File: src/rtl/uart_rx.sv
// UART receiver: 8 data bits, LSB first, one stop bit, optional even parity.
// Build-time option: define UART_RX_PARITY_EN to add an even-parity bit after the data
// bits (8E1). Without it the frame is 8N1 and parity_err is tied low.
module uart_rx #(
  parameter int unsigned CLK_HZ = 12000000,
  parameter int unsigned BAUD   = 115200
) (
  input  logic       clk,
  input  logic       rst,
  input  logic       rx,
  output logic [7:0] data,
  output logic       valid,
  output logic       frame_err,
  output logic       parity_err,
  output logic       busy
);

  localparam int unsigned CLKS_PER_BIT = CLK_HZ / BAUD;
  localparam int unsigned HALF_BIT     = CLKS_PER_BIT / 2;
  localparam int unsigned TW           = (CLKS_PER_BIT > 1) ? $clog2(CLKS_PER_BIT) : 1;

`ifdef UART_RX_PARITY_EN
  typedef enum logic [2:0] {StIdle, StStart, StData, StParity, StStop, StBreak} state_e;
`else
  typedef enum logic [2:0] {StIdle, StStart, StData, StStop, StBreak} state_e;
`endif

  state_e        state_q, state_d;
  logic          rx_meta_q, rxs_q, rxs_prev_q;
  logic [TW-1:0] timer_q, timer_d;
  logic [2:0]    bitcnt_q, bitcnt_d;
  logic [7:0]    shift_q, shift_d;
  logic [7:0]    data_q, data_d;
  logic          valid_q, valid_d;
  logic          ferr_q, ferr_d;
  logic          par_bad;

`ifdef UART_RX_PARITY_EN
  logic          perr_q, perr_d;
  logic          par_bad_q, par_bad_d;
  assign par_bad = par_bad_q;
`else
  assign par_bad = 1'b0;
`endif

  // Two-flop synchronizer plus one delayed copy for falling-edge detection.
  always_ff @(posedge clk or posedge rst) begin
    if (rst) begin
      rx_meta_q  <= 1'b1;
      rxs_q      <= 1'b1;
      rxs_prev_q <= 1'b1;
    end else begin
      rx_meta_q  <= rx;
      rxs_q      <= rx_meta_q;
      rxs_prev_q <= rxs_q;
    end
  end

  // State, bit timer, shift register and registered output pulses.
  always_ff @(posedge clk or posedge rst) begin
    if (rst) begin
      state_q   <= StIdle;
      timer_q   <= '0;
      bitcnt_q  <= '0;
      shift_q   <= '0;
      data_q    <= '0;
      valid_q   <= 1'b0;
      ferr_q    <= 1'b0;
`ifdef UART_RX_PARITY_EN
      perr_q    <= 1'b0;
      par_bad_q <= 1'b0;
`endif
    end else begin
      state_q   <= state_d;
      timer_q   <= timer_d;
      bitcnt_q  <= bitcnt_d;
      shift_q   <= shift_d;
      data_q    <= data_d;
      valid_q   <= valid_d;
      ferr_q    <= ferr_d;
`ifdef UART_RX_PARITY_EN
      perr_q    <= perr_d;
      par_bad_q <= par_bad_d;
`endif
    end
  end

  // Next-state logic: sample mid-start after half a bit, then every full bit period.
  always_comb begin
    state_d   = state_q;
    timer_d   = timer_q;
    bitcnt_d  = bitcnt_q;
    shift_d   = shift_q;
    data_d    = data_q;
    valid_d   = 1'b0;
    ferr_d    = 1'b0;
`ifdef UART_RX_PARITY_EN
    perr_d    = 1'b0;
    par_bad_d = par_bad_q;
`endif
    unique case (state_q)
      StIdle: begin
        timer_d  = '0;
        bitcnt_d = '0;
`ifdef UART_RX_PARITY_EN
        par_bad_d = 1'b0;
`endif
        if (rxs_prev_q && !rxs_q) state_d = StStart;
      end
      StStart: begin
        if (timer_q == TW'(HALF_BIT - 1)) begin
          timer_d = '0;
          // Line back high at mid-start: treat as a glitch.
          state_d = rxs_q ? StIdle : StData;
        end else begin
          timer_d = timer_q + 1'b1;
        end
      end
      StData: begin
        if (timer_q == TW'(CLKS_PER_BIT - 1)) begin
          timer_d  = '0;
          shift_d  = {rxs_q, shift_q[7:1]};
          bitcnt_d = bitcnt_q + 3'd1;
          if (bitcnt_q == 3'd7) begin
`ifdef UART_RX_PARITY_EN
            state_d = StParity;
`else
            state_d = StStop;
`endif
          end
        end else begin
          timer_d = timer_q + 1'b1;
        end
      end
`ifdef UART_RX_PARITY_EN
      StParity: begin
        if (timer_q == TW'(CLKS_PER_BIT - 1)) begin
          timer_d = '0;
          // Even parity: parity bit equals XOR of the data bits.
          if (rxs_q != ^shift_q) begin
            perr_d    = 1'b1;
            par_bad_d = 1'b1;
          end
          state_d = StStop;
        end else begin
          timer_d = timer_q + 1'b1;
        end
      end
`endif
      StStop: begin
        if (timer_q == TW'(CLKS_PER_BIT - 1)) begin
          timer_d = '0;
          if (rxs_q) begin
            if (!par_bad) begin
              data_d  = shift_q;
              valid_d = 1'b1;
            end
            state_d = StIdle;
          end else begin
            // A parity-failed frame already reported its one error pulse.
            ferr_d  = !par_bad;
            state_d = StBreak;
          end
        end else begin
          timer_d = timer_q + 1'b1;
        end
      end
      StBreak: begin
        if (rxs_q) state_d = StIdle;
      end
      default: state_d = StIdle;
    endcase
  end

  assign data      = data_q;
  assign valid     = valid_q;
  assign frame_err = ferr_q;
  assign busy      = (state_q != StIdle);
`ifdef UART_RX_PARITY_EN
  assign parity_err = perr_q;
`else
  assign parity_err = 1'b0;
`endif

endmodule

File: config.mk
export PLATFORM = sky130hd
export DESIGN_NAME = uart_rx
export DESIGN_NICKNAME = d
export VERILOG_FILES = /design/src/rtl/uart_rx.sv
export SDC_FILE = /design/constraint.sdc
export NUM_CORES = 1
export LEC_CHECK = 0
export ABC_CLOCK_PERIOD_IN_PS = 5000
export CORE_MARGIN = 3
export CORE_UTILIZATION = 30
export DETAILED_ROUTE_END_ITERATION = 8
export GPL_TIMING_DRIVEN = 0
export HOLD_SLACK_MARGIN = 0.1
export PLACE_DENSITY_LB_ADDON = 0.3
export SYNTH_ARGS = -nofsm -noshare
export SYNTH_HDL_FRONTEND = slang
export SYNTH_SLANG_ARGS = --single-unit
File: constraint.sdc
create_clock -name clk -period 5 [get_ports clk]
set_input_delay 1 -clock clk [delete_from_list [all_inputs] [get_ports clk]]
set_output_delay 1 -clock clk [all_outputs]
set_load 0.05 [all_outputs]
# Word level (Yosys, flattened, before mapping)
# Index checks and enable logic that the tools add are counted.
# totals
regBits	34
in_bits	3
output_inout_bits	12
word_cells	56
# op_classes
add_sub_neg	2
eq_ne	13
n_mux	20
reduce_logical	11
# op_table
cell	n
3-bit 2-to-1 mux	8
7-bit case mux with 3 select lines	1
3-bit case mux with 5 select lines	1
7-bit 2-to-1 mux	2
2-bit inequality test, second input constant	6
7-bit by 1-bit adder with 7-bit output, second input constant	1
7-bit by 6-bit == test with 1-bit output, second input constant	1
7-bit == test, second input constant	1
3-bit by 2-bit == test with 1-bit output, second input constant	2
3-bit == test, second input constant	2
1-bit 2-to-1 mux	6
3-bit case mux with 2 select lines	1
6-bit AND reduction	1
3-bit nonzero test	2
2-bit AND reduction	2
3-bit by 1-bit adder with 3-bit output, second input constant	1
3-bit by 1-bit == test with 1-bit output, second input constant	1
3-bit zero test	1
3-bit AND reduction	1
2-bit 2-to-1 mux	1
2-bit nonzero test	1
2-bit OR reduction	1
1-bit logical AND	1
1-bit zero test	1

# Logic depth before layout (Yosys ltp)
# depth
depth_word	4
mapped_depth	6
ltp_nobuf	5

# Least setup slack after synthesis
# Ideal clock, no wire load.
# synth_timing
path_type	reg2out
start	register state_q[2]
end	output busy
arrival_time_ns	1.087
required_ns	4.000
path_slack_ns	2.913
path_stages_with_launch	3
n_path_buf	0
path_cell_list	dfrtp_1 > clkinv_1 > nand3_1
# synth_via
elab_chain_cells	1
# synth_rtl
element	line	rtl
start, declared	28	state_e state_q, state_d;
start signal, assigned	62	state_q <= StIdle;
start signal, assigned	74	state_q <= state_d;
3-bit nonzero test	178	assign busy = (state_q != StIdle);
end, declared	15	output logic busy
# Every way passes these cells.

# Final worst setup path
# Ends and elaborated chain as after synthesis.

==> qor.yml <==
synth:
  ys_types: 39
  synth_area_leaders: "dfrtp_1 51%, mux2_2 12%, dfstp_2 5.1%"
  postSynthCellCount: 122
  syn-num-nets: 129
  async_flop_share_pct: 100.0
  synth_area_um2: 1533
  synth_area_leader_cell: "dfrtp_1"
  syn_area_per_cell_um2: 12.56
  synth_flop_cell: "dfrtp_1"
  synth-edff-count: 0
  ys_seq_area_share_pct: 55.76
  yosysWarnings: 0
  synth_top_area_share_pct: 50.61
  ys_seq_elements: 34
die:
  dieWidth_um: 77.48
  die-area_um2: 6002
  io_pins: 15
  num_rows: 25
  coreArea_um2: 4817
  start_util_pct: 31.82
  die_h_um: 77.48
timing:
  fin_ws_ns: 1.955
  fmax_ghz: 0.3284
  fin_crit_ns: 3.045
  setup_tns_ns: 0
  slew_violations: 0
  maxSlewHeadroom_pct: 56.12
  hold_viol: 0
  tightest_slew_ns: 0.6533
  rsz0062_at_grt: "no"
  setup_violations: 0
  fin_crit_sh_pct: 60.89
  fin_skew_ns: 0.008132
global_routing:
  grt_usage_pct: 9.547
  grt_max_degree: 35
  grt_first_pass_wirelength_mm: 4.616
  grt_pass1_vias: 1052
  grt_overflow: 0
  antenna_found_initial: 0
cts:
  cts-hold-fix-buffers: 0
  cts_inserted_buffers: 5
  htreeDepth: 2
  clock_latency_ns: 0.28
  ctsResizeCount: 0
  clock-root-buffer: "clkbuf_8"
  cts_tree: "built"
  clkTransAtPathRegs_ns: 0.07
  cts.sinks: 34
  clk_path_buf_depth: 2
  cts_setup_buffers: 0
placement:
  gp_congestion: 0.7849
  dp_hpwl_mm: 1.815
  io_buffers: 13
  dp_slack_ns: 2.252
pwr:
  power_mw: 0.6341
  leakagePower_nw: 0.8572
  p_per_area_nw_per_um2: 339.9
  ir_drop_v: 0.0001807
status:
  status: "finished, final reports clean"
final_layout:
  n_antenna_cell: 0
  nNetsFinal: 150
  drive_gt1_share_pct: 27.78
  syn2layout_area_growth_pct: 21.71
min_path:
  min_path_type: "reg2reg"
setup_path:
  path_cells: "clkinv_1 > nand3_1 > clkdlybuf4s50_1"
  critPathRequiredTime_ns: 4.00
  critPathLaunchType: "flip-flop"
  worstPathBufferInverterCount: 2
  cp_slowest_cell: "clkdlybuf4s50_1"
  endpoint_kind: "primary output"
  max_stage_delay_ns: 0.82
  path_class: "reg2out"
  arrival_ns: 2.04
  cp_max_fo: 10
  crit_family: "buffers and inverters"
routing:
  antenna_left: 0
  drtIter0Drc: 59
  viasPerCell: 4.626
  drc_errors: 0
  wl_mm: 2.635
  wl_per_cell_um: 12.49
  dr.pass1.iters: 3
  vias: 976
job:
  maxCapViolations: 0
-- placed cells by master, fill, tap and decap left out, types with 2 or more instances in the layout --
cell / synthesis / routed
nand2_1: 6 / 6
clkbuf_1: 1 / 2
and4_2: 2 / 2
nor2_1: 4 / 4
a21oi_1: 8 / 8
dfrtp_1: 31 / 31
xor2_1: 2 / 2
mux2_2: 17 / 17
clkdlybuf4s50_1: 0 / 13
buf_2: 2 / 2
inv_1: 3 / 2
ha_1: 4 / 4
nand4_4: 2 / 2
clkinv_1: 1 / 2
clkbuf_8: 0 / 6
o21ai_0: 6 / 6
nand3_1: 7 / 7
dfstp_2: 3 / 3
-- final timing paths --
kind | from | endpoint | slack, ns | cells after the start
worst max-delay path | state_q[2] | busy | 1.96 | 3
worst min-delay path | rx_meta_q | rxs_q | 0.36 | 0
worst max register to register | timer_q[0] | shift_q[5] | 2.96 | 5
worst min register to register | rx_meta_q | rxs_q | 0.36 | 0
max in group asynchronous | rst | timer_q[4] | 3.52 | 3
min in group asynchronous | rst | state_q[2] | 1.03 | 2
-- Yosys cell counts, types with 2 or more instances --
cell type / n
buf_2: 2
mux2_2: 17
and4_2: 2
nand3_1: 7
nor2_1: 4
xor2_1: 2
dfrtp_1: 31
a21oi_1: 8
nand4_4: 2
nand2_1: 6
o21ai_0: 6
inv_1: 3
dfstp_2: 3
ha_1: 4
-- sequential cells by signal, indices dropped and copies added (netlist names) --
signal / count
bitcnt_q: 3
state_q: 3
shift_q: 8
data: 8
rxs_prev_q: 1
valid: 1
frame_err: 1
rxs_q: 1
timer_q: 7
rx_meta_q: 1
-- logic make-up (layout without fill, tap and decap cells) --
family / Yosys count / after routing / synth area share (%)
AOI/OAI and AO/OA: 22 / 22 / 8.655
xor gates and xnor gates: 2 / 2 / 1.143
adders and majority gates: 4 / 4 / 3.265
buffers and inverters: 9 / 31 / 2.612
DFF: 34 / 34 / 55.76
muxes: 18 / 18 / 13.14
other: 1 / 1 / 0.2447
and+or+nand+nor: 32 / 32 / 15.18
-- through the flow --
step	utilization, %	area, um2	std cells	hold WS, ns
floorplan	-	1533	122	0.3452
global placement	36.26	1747	202	0.3468
detailed placement	36.26	1747	202	0.3481
CTS	38.16	1838	210	0.3576
global route	38.73	1866	211	0.3660
finish	38.73	1866	211	0.3570
-- final cells by class --
cell class,instances,area (um2)
fillers,493,2952
well taps,67,83.83
repair buffers,14,157.7
inverters,5,18.77
clock inverters,1,5.005
clock buffers,7,86.33
multi-input cells,79,638.1
flip-flops and latches,34,854.6
plain buffers,4,21.27
-- per-layer routing --
layer | GRT usage (%) | vias up | part of all wire [%]
li1 | - | 477 | -
met5 | 0 | - | 0
met4 | 3.203 | 0 | 0.76
met3 | 3.480 | 4 | 4.2
met2 | 15.80 | 15 | 50
met1 | 11.47 | 480 | 45
-- report_power, final --
part | total [mW] | switching (mW) | internal, mW
registers | 0.330 | 0.0323 | 0.297
logic | 0.0975 | 0.0540 | 0.0435
clock network | 0.207 | 0.0961 | 0.111
total | 0.634 | 0.182 | 0.452
No activity file was read; power rests on OpenSTA's default activity.
